`src/rtl/mmu_driver_pkg.sv`:
```
// Shared constants and types for the MMU driver slice: state encodings,
// stream lengths, operand width and a byte-extraction helper.
package mmu_driver_pkg;

    localparam int BYTES_IN  = 8;
    localparam int BYTES_OUT = 4;
    localparam int OPW       = 8;

    typedef enum logic [1:0] {
        ST_LOAD  = 2'd0,
        ST_RUN   = 2'd1,
        ST_WAIT  = 2'd2,
        ST_DRAIN = 2'd3
    } drv_state_t;

    // Return byte k (0 = least significant) of a 32-bit word.
    function automatic logic [OPW-1:0] word_byte(input logic [31:0] w, input logic [1:0] k);
        return w[{k, 3'b000} +: OPW];
    endfunction

endpackage

```
`src/rtl/mmu_driver.sv`:
```
// Byte-serial front end for the MMU. Collects eight operand bytes
// (four for A, four for B), pulses mmu_start for START_CYCLES cycles,
// waits for mmu_done with a timeout, then streams the four result bytes
// out low byte first. A timeout raises a one-cycle err and drops the run.
module mmu_driver
    import mmu_driver_pkg::*;
#(
    parameter int START_CYCLES = 3,
    parameter int TIMEOUT      = 15
) (
    input  logic        clk,
    input  logic        rst,
    input  logic [7:0]  in_data,
    input  logic        in_valid,
    output logic        in_ready,
    output logic [7:0]  out_data,
    output logic        out_valid,
    input  logic        out_ready,
    output logic        mmu_start,
    output logic [31:0] mmu_A_flat,
    output logic [31:0] mmu_B_flat,
    input  logic [31:0] mmu_C_flat,
    input  logic        mmu_done,
    output logic        err
);

    // One counter serves both the start-pulse length and the WAIT timeout.
    localparam int CNT_MAX = (TIMEOUT > START_CYCLES) ? TIMEOUT : START_CYCLES;
    localparam int CNT_W   = $clog2(CNT_MAX + 1);
    localparam logic [CNT_W-1:0] START_LAST = CNT_W'(START_CYCLES);
    localparam logic [CNT_W-1:0] TOUT_LAST  = CNT_W'(TIMEOUT - 1);
    localparam logic [2:0]       IN_LAST    = 3'(BYTES_IN - 1);
    localparam logic [1:0]       OUT_LAST   = 2'(BYTES_OUT - 1);

    drv_state_t       r_state;
    logic [2:0]       r_in_idx;
    logic [1:0]       r_out_idx;
    logic [CNT_W-1:0] r_cnt;
    logic             r_start;
    logic [31:0]      r_a;
    logic [31:0]      r_b;
    logic [31:0]      r_result;
    logic [7:0]       r_out_data;
    logic             r_out_valid;
    logic             r_err;

    // Operand acceptance is a pure function of state so upstream sees no
    // dependence on its own valid.
    assign in_ready = (r_state == ST_LOAD);

    // Main sequencer: load operands, drive start, wait for result, drain.
    always_ff @(posedge clk) begin
        if (rst) begin
            r_state     <= ST_LOAD;
            r_in_idx    <= '0;
            r_out_idx   <= '0;
            r_cnt       <= '0;
            r_start     <= 1'b0;
            r_a         <= '0;
            r_b         <= '0;
            r_result    <= '0;
            r_out_data  <= '0;
            r_out_valid <= 1'b0;
            r_err       <= 1'b0;
        end else begin
            r_err <= 1'b0;
            case (r_state)
                ST_LOAD: begin
                    if (in_valid) begin
                        if (r_in_idx[2] == 1'b0) begin
                            r_a[{r_in_idx[1:0], 3'b000} +: OPW] <= in_data;
                        end else begin
                            r_b[{r_in_idx[1:0], 3'b000} +: OPW] <= in_data;
                        end
                        if (r_in_idx == IN_LAST) begin
                            // Start goes high on the same edge as the last byte.
                            r_in_idx <= '0;
                            r_start  <= 1'b1;
                            r_cnt    <= CNT_W'(1);
                            r_state  <= ST_RUN;
                        end else begin
                            r_in_idx <= r_in_idx + 3'd1;
                        end
                    end
                end
                ST_RUN: begin
                    // r_cnt holds how many start cycles have been presented.
                    if (r_cnt == START_LAST) begin
                        r_start <= 1'b0;
                        r_cnt   <= '0;
                        r_state <= ST_WAIT;
                    end else begin
                        r_cnt <= r_cnt + CNT_W'(1);
                    end
                end
                ST_WAIT: begin
                    // A done arriving on the final timeout cycle still wins.
                    if (mmu_done) begin
                        r_result    <= mmu_C_flat;
                        r_out_data  <= word_byte(mmu_C_flat, 2'd0);
                        r_out_valid <= 1'b1;
                        r_out_idx   <= '0;
                        r_cnt       <= '0;
                        r_state     <= ST_DRAIN;
                    end else if (r_cnt == TOUT_LAST) begin
                        r_err    <= 1'b1;
                        r_cnt    <= '0;
                        r_in_idx <= '0;
                        r_state  <= ST_LOAD;
                    end else begin
                        r_cnt <= r_cnt + CNT_W'(1);
                    end
                end
                ST_DRAIN: begin
                    if (out_ready) begin
                        if (r_out_idx == OUT_LAST) begin
                            r_out_valid <= 1'b0;
                            r_out_idx   <= '0;
                            r_state     <= ST_LOAD;
                        end else begin
                            r_out_idx  <= r_out_idx + 2'd1;
                            r_out_data <= word_byte(r_result, r_out_idx + 2'd1);
                        end
                    end
                end
                default: begin
                    r_state     <= ST_LOAD;
                    r_in_idx    <= '0;
                    r_cnt       <= '0;
                    r_start     <= 1'b0;
                    r_out_valid <= 1'b0;
                end
            endcase
        end
    end

    assign mmu_start  = r_start;
    assign mmu_A_flat = r_a;
    assign mmu_B_flat = r_b;
    assign out_data   = r_out_data;
    assign out_valid  = r_out_valid;
    assign err        = r_err;

endmodule

```
`config.mk`:
```
export PLATFORM = sky130hd
export DESIGN_NAME = mmu_driver
export DESIGN_NICKNAME = d
export VERILOG_FILES = /design/src/rtl/mmu_driver_pkg.sv /design/src/rtl/mmu_driver.sv
export SDC_FILE = /design/constraint.sdc
export NUM_CORES = 1
export LEC_CHECK = 0
export CAP_MARGIN = 20
export CORE_UTILIZATION = 25
export DETAILED_ROUTE_END_ITERATION = 12
export GPL_TIMING_DRIVEN = 0
export PLACE_DENSITY = 0.48
export SLEW_MARGIN = 40
export SYNTH_ARGS = -nofsm -noshare
export SYNTH_HDL_FRONTEND = slang
export SYNTH_SLANG_ARGS = --single-unit
```
`constraint.sdc`:
```
create_clock -name clk -period 6.5 [get_ports clk]
set_clock_uncertainty 0.15 [all_clocks]
set_input_delay 1.3 -clock clk [delete_from_list [all_inputs] [get_ports clk]]
set_output_delay 1.3 -clock clk [all_outputs]
set_load 0.01 [all_outputs]
```
==> flow_summary.yaml, run 1 <==
run_status:
  status: "finished, final reports clean"
setup_path:
  timing.rr.end: "mmu_A_flat[24]$_SDFFE_PP0P_"
  r2r_slack_ns: 3.99
  timing.rr.start: "r_in_idx[0]$_SDFFE_PP0P_"
  r2r_cells: 6
  slowest_stage: "clkdlybuf4s50_1"
  crit_fanout: 8
  arrival_ns: 1.85
  crit_end: "in_ready"
  critPathKind: "reg -> out"
  endpoint_kind: "primary output"
  path_depth: 3
  required_ns: 5.05
  critPathTopFamily: "buffers and inverters"
  startpoint: "r_state[0]$_SDFFE_PP0P_"
  cp-start-kind: "flop"
  max_stage_delay_ns: 0.61
  cp_num_buf_inv: 2
  crit_chain: "inv_1 -> ha_1 -> clkdlybuf4s50_1"
finish:
  layout_common_cells: "141 x nand2_1, 118 x dfxtp_1, 112 x a21oi_1, 112 x clkdlybuf4s50_1, 67 x nand3_1"
  final_util_pct: 36.1
  n_antenna_cell: 0
  drive_above_1_share_pct: 6.35
  area_growth_pct: 41.5
  layout.nets: 787
  final_common_cell: "nand2_1"
  fill_cells: 2020
  fin_area_sq_mm: 0.00699
  layout.cells.non_filler: 1005
sta:
  setup_tns_ns: 0
  hold_viol: 0
  tightestPinTransition_ns: 0.763
  rsz0062_at_grt: "false"
  clock.fmax_mhz: 303
  worst_slack_ns: 3.20
  fin_crit_sh_pct: 50.7
  setup_viol: 0
  slew_violations: 0
  period_needed_ns: 3.30
  max_slew_margin_pct: 48.8
  whs_ns: 0.306
yosys:
  async_flop_share_pct: 0
  yosys.area.top_type: "dfxtp_1"
  synth_area_per_cell_sq_um: 8.28
  synth_compound_area_share_pct: 15.1
  synth_seq_cells: 118
  synth_cells: 597
  synth_top_family_by_area: "simple AND/OR/NAND/NOR gates"
  synthSimpleGateAreaFrac_pct: 23.7
  synth_xor_area_share_pct: 0
  synth-edff-count: 0
  yosys-top-cells-area: "dfxtp_1 48%, a21oi_1 11%, nand2_1 11%"
  synth_top_area_share_pct: 47.8
  synth_cell_types: 38
  synthAdderAreaFrac_pct: 3.54
  ys.flop_type: "dfxtp_1"
  postSynthNetCount: 656
  yosysWarnings: 0
  synth.area.mux_share_pct: 5.67
  synth.yosys.seq_area_share_pct: 47.8
  synth_area_sq_mm: 0.00494
routing:
  drtIter0Drc: 232
  drc: 0
  wl_per_cell_um: 15.7
  wirelength_um: 15800
  via_per_inst: 4.73
  num_vias: 4751
  final_antenna_net_count: 0
  first_pass_iters: 5
global_route:
  grt_pass1_wl_um: 24600
  grt_pass1_vias: 4530
  grt.total_usage_pct: 16.1
  grt_max_degree: 17
  overflow: 0
  grt_antenna_before_repair: 0
placement:
  dp.cells: 974
  hpwl_um: 11700
  routabilityCongestion: 0.824
  dp_slack_ns: 2.61
  port_buffers: 112
  place_area_sq_mm: 0.00639
clock_network:
  cts_max_path_buffers: 2
  cts-root-buf: "clkbuf_16"
  cts_hold_buffers: 0
  cts_made_buffers: 17
  cts_sinks: 118
  cts_resized: 0
  clock_latency_ns: 0.41
  cts_tree: "done"
  cts.clk_slew.worst_paths_ns: 0.05
  postCtsSetupBuffers: 0
  htree_levels: 4
die:
  core-area_sq_mm: 0.0194
  dieWidth_um: 143
  pin_count: 121
  rows: 51
  die_y_um: 143
  start_util_pct: 25.5
  die_area_sq_mm: 0.0203
job:
  cap_violations: 0
power:
  leakage_nw: 2.30
  power_mw: 1.89
  power_per_cell_area_mw_per_mm2: 270
  vdd_ir_drop_max_mv: 0.176
worst_hold_path:
  hold_path_class: "reg -> reg"
registers in the layout, summed over array words and instances (netlist names):
register and count:
out_valid 1, mmu_B_flat 32, out_data 8, r_state 2, mmu_A_flat 32, err 1
r_result 32, r_out_idx 2, r_in_idx 3, mmu_start 1, r_cnt 4
where the power goes:
part	internal [mW]	total, mW	switching [mW]
Combinational	0.0723	0.189	0.116
Sequential	0.736	0.747	0.0103
Clock	0.628	0.954	0.327
layout make-up:
class / count / area [sq um] / area share (%)
inverters: 7 / 26.3 / 0.376
clock inverters: 9 / 125 / 1.79
clock buffers: 22 / 474 / 6.78
plain buffers: 46 / 178 / 2.54
flip-flops and latches: 118 / 2360 / 33.8
well taps: 265 / 332 / 4.74
multi-input cells: 426 / 2380 / 34.0
repair buffers: 112 / 1120 / 16.0
cell usage after synthesis, types with 8 or more instances:
| cell type | count |
|---|---|
| nand2_1 | 141 |
| dfxtp_1 | 118 |
| a21oi_1 | 112 |
| nand3_1 | 67 |
| clkbuf_1 | 35 |
| ha_1 | 14 |
| o21ai_0 | 14 |
| mux2i_1 | 10 |
| nor2_1 | 9 |
| and2_1 | 8 |
| mux4_2 | 8 |
worst min-delay path: cells and delay by family (launching register included):
kind | cells | cell delay [ns]
AND/OR/NAND/NOR | 1 | 0.05
flip-flops | 1 | 0.30
AO/OA/AOI/OAI | 1 | 0.05
how the worst min path moves through the flow:
stage,from,to,depth (start not counted)
final,r_result[18]$_SDFFE_PP0N_,r_result[18]$_SDFFE_PP0N_,2
after global routing,r_result[19]$_SDFFE_PP0N_,r_result[19]$_SDFFE_PP0N_,2
after CTS,r_result[18]$_SDFFE_PP0N_,r_result[18]$_SDFFE_PP0N_,2
after detailed placement,r_result[18]$_SDFFE_PP0N_,r_result[18]$_SDFFE_PP0N_,2
after global placement,r_result[3]$_SDFFE_PP0N_,r_result[3]$_SDFFE_PP0N_,2
after floorplan,r_result[24]$_SDFFE_PP0N_,r_result[24]$_SDFFE_PP0N_,2
metal layers:
metal	vias to the layer above	wire [um]	track usage (%)
met2	193	7350	26.3
met4	0	300	6.96
met1	2195	7020	20.2
met5	-	0	0
met3	28	1080	3.77
li1	2335	-	-
kinds of logic (layout without fill, tap and decap cells):
logic type | after synthesis | count (layout)
fa+ha+maj | 14 | 14
simple gates | 254 | 254
compound gates | 140 | 140
mux | 18 | 18
buf+inv | 53 | 196
flops | 118 | 118
Note: power is estimated with default switching activity, not from simulation.
==> run 2: changes to the inputs <==
==> constraint.sdc (replaced) <==
create_clock -name clk -period 3.1 [get_ports clk]
set_clock_uncertainty 0.15 [all_clocks]
set_input_delay 0.62 -clock clk [delete_from_list [all_inputs] [get_ports clk]]
set_output_delay 0.62 -clock clk [all_outputs]
set_load 0.01 [all_outputs]
==> results of run 2 <==
The final DEF is identical to that of run 1. Status: finished, final reports clean.
Among the figures that moved: setup slack after placement 2.61 ns -> -0.113 ns; setup slack after layout 3.20 ns -> 0.482 ns; register-to-register setup slack 3.99 ns -> 0.59 ns; total power 1.89 mW -> 3.96 mW; worst IR drop on VDD 0.176 mV -> 0.370 mV
